`config.mk`:
```
export PLATFORM = sky130hd
export DESIGN_NAME = serial_lane_packer_flat
export DESIGN_NICKNAME = d
export VERILOG_FILES = /design/src/rtl/serial_lane_packer_if.sv /design/src/rtl/serial_lane_packer.sv /design/src/flat_wrapper.sv
export SDC_FILE = /design/constraint.sdc
export NUM_CORES = 1
export LEC_CHECK = 0
export BUFFER_PORTS_ARGS = -buffer_cell sky130_fd_sc_hd__buf_2
export CAP_MARGIN = 20
export CORE_UTILIZATION = 50
export DETAILED_ROUTE_END_ITERATION = 10
export PLACE_DENSITY = 0.77
export SYNTH_ARGS = -nofsm -noshare
export SYNTH_HDL_FRONTEND = slang
export SYNTH_SLANG_ARGS = --single-unit
```
`constraint.sdc`:
```
create_clock -name CLK -period 3.62 [get_ports CLK]
set_input_delay 1.086 -clock CLK [delete_from_list [all_inputs] [get_ports CLK]]
set_output_delay 1.086 -clock CLK [all_outputs]
set_load 0.005 [all_outputs]
```
`src/rtl/serial_lane_packer_if.sv`:
```
// Handshake/bus bundle for serial_lane_packer.
// The serial beat side (I, valid_data_in, ready_data_in) and the packed group side
// (O0..O3, valid_data_out, ready_data_out) travel together.
// With PACKER_LAST_EN defined, last_data_in and lane_count_out are added.
// slave  : the packer's view.
// master : the view of the environment driving beats and consuming groups.
interface serial_lane_packer_if #(
    parameter int WIDTH = 8
);
    logic [WIDTH-1:0] I;
    logic             valid_data_in;
    logic             ready_data_in;
    logic [WIDTH-1:0] O0;
    logic [WIDTH-1:0] O1;
    logic [WIDTH-1:0] O2;
    logic [WIDTH-1:0] O3;
    logic             valid_data_out;
    logic             ready_data_out;
`ifdef PACKER_LAST_EN
    logic             last_data_in;
    logic [2:0]       lane_count_out;

    modport slave (
        input  I, valid_data_in, ready_data_out, last_data_in,
        output ready_data_in, O0, O1, O2, O3, valid_data_out, lane_count_out
    );
    modport master (
        output I, valid_data_in, ready_data_out, last_data_in,
        input  ready_data_in, O0, O1, O2, O3, valid_data_out, lane_count_out
    );
`else
    modport slave (
        input  I, valid_data_in, ready_data_out,
        output ready_data_in, O0, O1, O2, O3, valid_data_out
    );
    modport master (
        output I, valid_data_in, ready_data_out,
        input  ready_data_in, O0, O1, O2, O3, valid_data_out
    );
`endif
endinterface

```
`src/rtl/serial_lane_packer.sv`:
```
// serial_lane_packer: gathers a serial stream of WIDTH-bit beats into groups of four
// and presents each group on O0..O3 (first beat -> O0) with one valid/ready handshake.
// A fill register collects the next group while the output register is held, so up
// to seven beats can be buffered.
// Optional feature macro: PACKER_LAST_EN. It adds last_data_in, which closes a short
// group early and zero-fills the unused lanes. It also adds lane_count_out, which
// reports the number of lanes used.
module serial_lane_packer #(
    parameter int WIDTH = 8
) (
    input  logic                 CLK,
    input  logic                 RESETN,
    input  logic                 CE,
    serial_lane_packer_if.slave  bus
);
    logic [1:0]       cnt;
    logic [WIDTH-1:0] fill [3];
    logic [WIDTH-1:0] lane [4];
    logic [WIDTH-1:0] lane_nxt [4];
    logic             out_valid;
    logic             completing;
    logic             ready_in;
    logic             in_fire;
    logic             out_fire;
`ifdef PACKER_LAST_EN
    logic [2:0]       lane_count;
`endif

    // Decide whether the beat on I closes the current group.
    always_comb begin
`ifdef PACKER_LAST_EN
        completing = (cnt == 2'd3) || bus.last_data_in;
`else
        completing = (cnt == 2'd3);
`endif
    end

    // Handshake qualifiers. ready_in depends combinationally on ready_data_out,
    // so a full packer can accept its completing beat in the same cycle the
    // held group leaves.
    always_comb begin
        ready_in = CE && (!completing || !out_valid || bus.ready_data_out);
        in_fire  = CE && bus.valid_data_in && ready_in;
        out_fire = CE && out_valid && bus.ready_data_out;
    end

    // Assemble the group that a completing beat would load.
    // Lanes past the current beat are zero; this only occurs for short groups.
    always_comb begin
        lane_nxt[0] = (cnt == 2'd0) ? bus.I : fill[0];
        lane_nxt[1] = (cnt == 2'd1) ? bus.I : (cnt > 2'd1) ? fill[1] : '0;
        lane_nxt[2] = (cnt == 2'd2) ? bus.I : (cnt == 2'd3) ? fill[2] : '0;
        lane_nxt[3] = (cnt == 2'd3) ? bus.I : '0;
    end

    // Fill side: store non-completing beats and advance the count.
    // The count returns to zero only when a group completes.
    always_ff @(posedge CLK or negedge RESETN) begin
        if (!RESETN) begin
            cnt     <= 2'd0;
            fill[0] <= '0;
            fill[1] <= '0;
            fill[2] <= '0;
        end else if (in_fire) begin
            if (completing) begin
                cnt <= 2'd0;
            end else begin
                cnt <= cnt + 2'd1;
                case (cnt)
                    2'd0:    fill[0] <= bus.I;
                    2'd1:    fill[1] <= bus.I;
                    default: fill[2] <= bus.I;
                endcase
            end
        end
    end

    // Output side: a completing beat loads a new group and wins over a
    // simultaneous drain, so there is no bubble. A plain drain only clears valid;
    // the lane values are left holding.
    always_ff @(posedge CLK or negedge RESETN) begin
        if (!RESETN) begin
            out_valid  <= 1'b0;
            lane[0]    <= '0;
            lane[1]    <= '0;
            lane[2]    <= '0;
            lane[3]    <= '0;
`ifdef PACKER_LAST_EN
            lane_count <= 3'd0;
`endif
        end else if (in_fire && completing) begin
            out_valid  <= 1'b1;
            lane[0]    <= lane_nxt[0];
            lane[1]    <= lane_nxt[1];
            lane[2]    <= lane_nxt[2];
            lane[3]    <= lane_nxt[3];
`ifdef PACKER_LAST_EN
            lane_count <= {1'b0, cnt} + 3'd1;
`endif
        end else if (out_fire) begin
            out_valid <= 1'b0;
        end
    end

    assign bus.ready_data_in  = ready_in;
    assign bus.valid_data_out = out_valid;
    assign bus.O0             = lane[0];
    assign bus.O1             = lane[1];
    assign bus.O2             = lane[2];
    assign bus.O3             = lane[3];
`ifdef PACKER_LAST_EN
    assign bus.lane_count_out = lane_count;
`endif
endmodule

```
`src/flat_wrapper.sv`:
```
// flat-port wrapper written by rule: the top's interface ports become plain ports
module serial_lane_packer_flat 
#(
    parameter int WIDTH = 8
)
  (CLK, RESETN, CE, bus_I, bus_valid_data_in, bus_ready_data_out, bus_ready_data_in, bus_O0, bus_O1, bus_O2, bus_O3, bus_valid_data_out);
  serial_lane_packer_if #(.WIDTH(WIDTH)) bus_i ();
  input  logic CLK;
  input  logic RESETN;
  input  logic CE;
  input wire logic [$bits(bus_i.I)-1:0] bus_I;
  input wire logic [$bits(bus_i.valid_data_in)-1:0] bus_valid_data_in;
  input wire logic [$bits(bus_i.ready_data_out)-1:0] bus_ready_data_out;
  output wire logic [$bits(bus_i.ready_data_in)-1:0] bus_ready_data_in;
  output wire logic [$bits(bus_i.O0)-1:0] bus_O0;
  output wire logic [$bits(bus_i.O1)-1:0] bus_O1;
  output wire logic [$bits(bus_i.O2)-1:0] bus_O2;
  output wire logic [$bits(bus_i.O3)-1:0] bus_O3;
  output wire logic [$bits(bus_i.valid_data_out)-1:0] bus_valid_data_out;
  assign bus_i.I = bus_I;
  assign bus_i.valid_data_in = bus_valid_data_in;
  assign bus_i.ready_data_out = bus_ready_data_out;
  assign bus_ready_data_in = bus_i.ready_data_in;
  assign bus_O0 = bus_i.O0;
  assign bus_O1 = bus_i.O1;
  assign bus_O2 = bus_i.O2;
  assign bus_O3 = bus_i.O3;
  assign bus_valid_data_out = bus_i.valid_data_out;
  serial_lane_packer #(.WIDTH(WIDTH)) u_core (.CLK(CLK), .RESETN(RESETN), .CE(CE), .bus(bus_i));
endmodule
```
==> flow_metrics.tcl, run 1 <==
set metrics [dict create \
    cts_buffer_depth 2 \
    grt_start_max_net_pins 60 \
    cp_max_fo 3 \
    cts-buffers-inserted 9 \
    outcome "finished, final reports clean" \
    ys_ff_latch 59 \
    avgSynthCellArea_um2 15.6 \
    critPathKind "input pin to output port" \
    clk-insertion-delay-late_ps 330 \
    async_flop_share_pct 100 \
    mostFrequentLayoutCells "mux2_2, dfrtp_1, buf_2" \
    pin_count 47 \
    core_mm2 0.00514 \
    ant_nets 0 \
    critPathLaunchType "input pin" \
    rsz0062_at_grt "false" \
    crit_required_ps 2530 \
    worst_pin_slew_ps 745 \
    drc 0 \
    synth_fp_nets 190 \
    die_w_um 75.2 \
    yosysUniqueCellTypes 20 \
    p_per_area_mw_per_mm2 865 \
    grt_usage_pct 18.7 \
    place.port_buffers 46 \
    nets 239 \
    final_common_cell "mux2_2" \
    die_y_um 75.2 \
    gp_congestion 0.699 \
    first_pass_iters 4 \
    synth_top_area_cell "dfrtp_1" \
    synth_edf_count 0 \
    fin_util_pct 61.3 \
    p_total_uw 2730 \
    ys_seq_area_share_pct 55.1 \
    yosys_warnings 0 \
    vias 1540 \
    clock_skew_ps 5.35 \
    cts.clk_slew.worst_paths_ps 60 \
    diodes 0 \
    totalWireLength_um 4700 \
    cts.sinks 59 \
    ctsResizeCount 0 \
    syn_inst 172 \
    drive_gt1_share_pct 62.7 \
    cap_violations 0 \
    hpwl_um 2920 \
    drtIter0Drc 32 \
    min_period_over_period_pct 78.2 \
    cts_tree "built" \
    period_minus_slack_ps 2830 \
    ys_top_cells_by_area "dfrtp_1, mux2_2, mux2_4" \
    synth_top_area_share_pct 55.1 \
    overflow 0 \
    final_max_slew_viol_count 0 \
    worstPathArrival_ps 1740 \
    grt_pass1_vias 1534 \
    grt_pass1_wl_um 7520 \
    start_util_pct 52.1 \
    ys.flop_type "dfrtp_1" \
    dieArea_mm2 0.00566 \
    cts_setup_buffers 0 \
    root_buffer "clkbuf_8" \
    max_freq_mhz 353 \
    hold_class "register to register" \
    leakagePower_uw 0.00155 \
    cp-end-kind "output port" \
    viasPerCell 5.22 \
    finalSetupViolations 0 \
    fin_setup_tns_ps 0 \
    slew_headroom_pct 50.3 \
    peakVddDrop_uv 361 \
    synth_area_mm2 0.00268 \
    hold_viol 0 \
    area_delta_synth_final_pct 17.6 \
    cts_hold_buf 0 \
    htree_levels 3 \
    grt_antenna_before_repair 0 \
    row_count 26 \
    post_drt_wl_per_cell_um 15.9 \
]
-- Yosys cell counts, types with 2 or more instances --
cell type / number
mux2_4: 10
mux2_2: 63
dfrtp_1: 59
inv_1: 3
a22o_1: 8
buf_1: 2
buf_2: 3
buf_6: 4
ha_1: 5
nand2_1: 4
nand4b_2: 2
-- per-stage QoR --
stage	hold WS [ps]	instance area [um2]	std cells	setup slack (ps)
2_1_floorplan	475	2680	172	1060
3_3_place_gp	484	2940	280	804
3_5_place_dp	488	2940	280	793
4_1_cts	501	3150	295	789
5_1_grt	516	3150	295	764
6_report	499	3150	295	790
-- registers in the layout (all words and copies together), names as in the netlist --
register and flops:
u_core.bus.O1 8, u_core.bus.O2 8, u_core.fill 24, u_core.bus.O0 8, u_core.bus.O3 8, u_core.bus.valid_data_out 1, u_core.cnt 2
-- cells by family (layout without fill, tap and decap cells) --
family / Yosys count / in the layout / share of synthesized area [%]
muxes: 73 / 73 / 32.1
and+or+nand+nor: 12 / 12 / 3.41
DFF: 59 / 59 / 55.1
AOI/OAI and AO/OA: 10 / 10 / 3.88
adders and majority gates: 5 / 5 / 2.33
buffers and inverters: 13 / 66 / 3.22
-- final timing paths --
kind / from / endpoint / slack, ps / cells past startpoint
min in group asynchronous: RESETN / u_core.bus.O2[5] / 900 / 2
max: bus_ready_data_out / bus_ready_data_in / 790 / 4
max reg2reg: u_core.cnt[1] / u_core.bus.O1[1] / 1750 / 5
min reg2reg: u_core.bus.O3[1] / u_core.bus.O3[1] / 500 / 1
min: u_core.bus.O3[1] / u_core.bus.O3[1] / 500 / 1
max in group asynchronous: RESETN / u_core.fill[9] / 2220 / 2
-- per-layer routing --
layer | GRT usage [%] | up-vias | share of wire (%)
li1 | - | 716 | -
met1 | 23.4 | 789 | 46
met2 | 30.1 | 28 | 50
met3 | 4.69 | 7 | 2.6
met4 | 9.88 | 0 | 1.2
met5 | 0 | - | 0
-- worst max-delay path, cell delays in order --
cell and delay, ps:
buf_2 120, nand3b_2 210, and2_2 200, buf_2 120
-- area by class of cell --
type | instances | area (um2)
fill | 430 | 1990
sequential | 59 | 1480
multi-input combinational | 100 | 1120
timing repair buffer | 48 | 245
clock buffer | 14 | 183
tap | 70 | 87.6
clock inverter | 1 | 30.0
inverter | 3 | 11.3
-- where the power goes --
| part | switching, uW | internal (uW) |
|---|---|---|
| combinational | 364 | 590 |
| sequential | 162 | 979 |
| clock | 241 | 390 |
| total | 767 | 1960 |
(Power assumes the default switching activity.)
==> run 2, diff against run 1 <==
- clock period: 3.62 -> 3 ns (I/O delays scaled with it)
==> flow_metrics.tcl, run 2 (same netlist as run 1, synthesis figures left out) <==
set metrics [dict create \
    critPathLaunchType "input pin" \
    die_y_um 75.2 \
    diodes 0 \
    slew_headroom_pct 56.4 \
    post_drt_wl_per_cell_um 16.7 \
    grt_usage_pct 19.8 \
    fin_setup_tns_ps 0 \
    start_util_pct 52.1 \
    max_freq_mhz 405 \
    largest_reg_flops 24 \
    nets 239 \
    drc 0 \
    place.port_buffers 46 \
    root_buffer "clkbuf_8" \
    p_per_area_mw_per_mm2 1030 \
    rsz0062_at_grt "false" \
    fillCellCount 409 \
    viasPerCell 5.30 \
    grt_pass1_wl_um 7890 \
    ctsResizeCount 0 \
    period_minus_slack_ps 2470 \
    mostFrequentLayoutCells "mux2_2, dfrtp_1, buf_2" \
    overflow 0 \
    hold_depth 1 \
    die_w_um 75.2 \
    final_max_slew_viol_count 0 \
    cts_tree "built" \
    hold-path-endpoint "u_core.bus.O2[4]" \
    clk-insertion-delay-late_ps 330 \
    pin_count 47 \
    cts-buffers-inserted 9 \
    top_register "u_core.fill" \
    grt_antenna_before_repair 0 \
    hold_ws_ps 499 \
    grt_start_max_net_pins 37 \
    core_mm2 0.00514 \
    area.sequential_mm2 0.00148 \
    p_sw_share_pct 28.9 \
    multi_input_area_mm2 0.00112 \
    reg2reg_slack_ps 1060 \
    drive_gt1_share_pct 62.2 \
    area_delta_synth_final_pct 17.8 \
    worstReg2RegStart "u_core.cnt[0]" \
    worst_pin_slew_ps 653 \
    first_pass_iters 4 \
    cp-end-kind "output port" \
    min-delay-start "u_core.bus.O2[4]" \
    min_period_over_period_pct 82.2 \
    gp_congestion 0.716 \
    hold_viol 0 \
    row_count 26 \
    cp_max_fo 3 \
    pwr-share-comb_pct 35.7 \
    crit_required_ps 2100 \
    outcome "finished, final reports clean" \
    leakagePower_uw 0.00155 \
    dieArea_mm2 0.00566 \
    regToRegEndpoint "u_core.fill[21]" \
    clock_skew_ps 7.15 \
    worstPathArrival_ps 1570 \
    htree_levels 3 \
    grt_pass1_vias 1543 \
    hold_class "register to register" \
    cts_setup_buffers 0 \
    ant_nets 0 \
    p_sw_uw 943 \
    critPathKind "input pin to output port" \
    ff2ff_path_depth 4 \
    p_seq_share_pct 42.3 \
    cts.clk_slew.worst_paths_ps 60 \
    finalSetupViolations 0 \
    peakVddDrop_uv 605 \
    internal-power_uw 2320 \
    cts_buffer_depth 2 \
    totalWireLength_um 4920 \
    clock_power_share_pct 21.9 \
    hpwl_um 3070 \
    drtIter0Drc 83 \
    vias 1564 \
    cts_hold_buf 0 \
    cts.sinks 59 \
    final_common_cell "mux2_2" \
    cap_violations 0 \
]
run 2: cell count changes in the layout (fill, tap and decap cells not counted), sizes merged:
cell / before / now
clkbuf: 14 / 13
clkinv: 0 / 1
run 2: per-stage QoR:
stage	std cells	util [%]	worst slack [ps]	cell area, um2	power [uW]
6_report	295	61.4	534	3160	3270
5_1_grt	295	61.4	461	3160	3470
4_1_cts	295	61.4	526	3160	3290
3_5_place_dp	280	57.6	534	2960	2550
3_3_place_gp	280	57.6	558	2960	2520
2_1_floorplan	172	-	807	2680	2160
run 2: worst max-delay path by stage:
stage                                   from                 to
after floorplan           bus_ready_data_out  bus_ready_data_in
after global placement    bus_ready_data_out  bus_ready_data_in
after detailed placement  bus_ready_data_out  bus_ready_data_in
after CTS                      u_core.cnt[1]  bus_ready_data_in
after global routing           u_core.cnt[0]  bus_ready_data_in
final                     bus_ready_data_out  bus_ready_data_in
run 2: critical path, stage by stage:
cell and delay, ps:
buf_2 120, nand3b_2 220, and2_2 200, buf_2 120
run 2: cell type report:
cell class / instances / area share (%)
Sequential cell: 59 / 46.8
Multi-Input combinational cell: 100 / 35.4
Timing Repair Buffer: 48 / 8.56
Clock buffer: 13 / 5.03
Tap cell: 70 / 2.77
Clock inverter: 2 / 1.11
Inverter: 3 / 0.357
run 2: power by group through the flow:
stage / logic, uW / registers (uW) / clock network (uW)
after floorplan: 786 / 1380 / 0
after global placement: 1140 / 1370 / 0
after detailed placement: 1170 / 1390 / 0
after CTS: 1180 / 1380 / 727
after global routing: 1280 / 1430 / 753
final: 1170 / 1380 / 716
run 2: metal layers:
layer	part of all wire, %	global-route usage [%]	up-vias
met1	45	25.0	805
met4	2.0	9.88	0
met2	50	32.4	31
met5	0	0	-
met3	2.9	4.42	10
li1	-	-	718
==> run 3, diff against run 2 <==
- PLACE_DENSITY: 0.77 -> 0.79
- clock period: 3 -> 2.24 ns (I/O delays scaled with it)
==> flow_metrics.tcl, run 3 (same netlist as run 1, synthesis figures left out) <==
set metrics [dict create \
    grt_pass1_vias 1486 \
    cts.clk_slew.worst_paths_ps 70 \
    hold_viol 0 \
    grt_pass1_wl_um 7350 \
    area_delta_synth_final_pct 18.3 \
    drive_gt1_share_pct 63.6 \
    grt_antenna_before_repair 0 \
    drc 0 \
    hpwl_um 2990 \
    min_period_over_period_pct 95.5 \
    htree_levels 3 \
    grt_usage_pct 18.7 \
    place_area_mm2 0.00297 \
    outcome "finished, final reports clean" \
    fin_setup_tns_ps 0 \
    crit_chain "ha_2 -> nand3b_2 -> and2_2 -> buf_2" \
    largest_reg_flops 24 \
    start_util_pct 52.1 \
    cp_max_fo 6 \
    post_drt_wl_per_cell_um 15.4 \
    slew_headroom_pct 60.6 \
    period_minus_slack_ps 2140 \
    overflow 0 \
    final_max_slew_viol_count 0 \
    peakVddDrop_uv 721 \
    final_area_mm2 0.00317 \
    cts-buffers-inserted 9 \
    core_mm2 0.00514 \
    cts.sinks 59 \
    drtIter0Drc 72 \
    ant_nets 0 \
    viasPerCell 5.17 \
    clock_skew_ps 9.86 \
    dieArea_mm2 0.00566 \
    diodes 0 \
    clk-insertion-delay-late_ps 340 \
    row_count 26 \
    pin_count 47 \
    cts_setup_buffers 0 \
    cp_top_family "flip-flops" \
    path_buf_inv 1 \
    finalSetupViolations 0 \
    worstPathArrival_ps 1470 \
    ff2ff_path_depth 5 \
    nets 241 \
    place.port_buffers 46 \
    critPathKind "register to output port" \
    leakagePower_uw 0.00156 \
    final_common_cell "mux2_2" \
    root_buffer "clkbuf_8" \
    regToRegEndpoint "u_core.bus.O1[1]" \
    mostFrequentLayoutCells "mux2_2, dfrtp_1, buf_2" \
    worstReg2RegStart "u_core.cnt[1]" \
    critPathLaunchType "register" \
    p_per_area_mw_per_mm2 1380 \
    cp-end-kind "output port" \
    cap_violations 0 \
    top_register "u_core.fill" \
    hold_class "input pin to async pin" \
    die_w_um 75.2 \
    reg2reg_slack_ps 430 \
    p_total_uw 4370 \
    totalWireLength_um 4580 \
    first_pass_iters 4 \
    rsz0062_at_grt "false" \
    die_y_um 75.2 \
    cts_tree "built" \
    worst_path_max_delay_cell "dfrtp_1" \
    max_freq_mhz 467 \
    critical_path_depth 4 \
    gp_congestion 0.790 \
    ctsResizeCount 0 \
    vias 1540 \
    slowest_delay_ps 420 \
    cts_buffer_depth 2 \
    grt_start_max_net_pins 60 \
    worst_pin_slew_ps 589 \
    cts_hold_buf 0 \
    crit_required_ps 1570 \
]
## run 3: cell count changes in the layout (fill, tap and decap cells not counted)
cell / change
clkinv_2: +1
buf_4: +3
ha_1: -1
buf_12: -1
clkbuf_1: -1
clkinv_4: +1
ha_2: +1
## run 3: worst register-to-register path, delay by kind of cell (launching register included)
family	cells	cell delay, ps
DFF	1	430
buffers and inverters	1	110
adders and majority gates	1	410
muxes	1	260
and+or+nand+nor	1	240
AOI/OAI and AO/OA	1	260
## run 3: area by class of cell
type                            instances  area, um2
Sequential cell                        59       1480
Multi-Input combinational cell        100       1120
Clock inverter                          4       48.8
Clock buffer                           12        155
Timing Repair Buffer                   50        273
Fill cell                             408       1970
Inverter                                3       11.3
Tap cell                               70       87.6
## run 3: worst max-delay path by stage
stage,slack (ps),to,start
detailed placement,240,bus_ready_data_in,bus_ready_data_out
CTS,30,bus_ready_data_in,u_core.cnt[1]
global placement,250,bus_ready_data_in,bus_ready_data_out
floorplan,500,bus_ready_data_in,bus_ready_data_out
finish,100,bus_ready_data_in,u_core.cnt[1]
global route,40,bus_ready_data_in,u_core.cnt[1]
## run 3: metal layers
| metal | routed length (um) | vias to the layer above | global-route usage [%] |
|---|---|---|---|
| li1 | - | 723 | - |
| met1 | 2070 | 775 | 24.3 |
| met2 | 2200 | 30 | 28.2 |
| met3 | 160 | 12 | 4.82 |
| met4 | 147 | 0 | 11.9 |
| met5 | 0 | - | 0 |
## run 3: report_power, final
group	switching, uW	internal (uW)
clock network	413	572
logic	569	969
registers	265	1580
## run 3: metrics by stage
stage          utilization (%)  cells  worst slack (ps)  hold WS (ps)
2_1_floorplan                -    172               503           376
3_3_place_gp              57.7    282               253           483
3_5_place_dp              57.7    282               236           487
4_1_cts                   61.7    298              29.8           329
5_1_grt                   61.7    298              38.3           352
6_report                  61.7    298               101           324
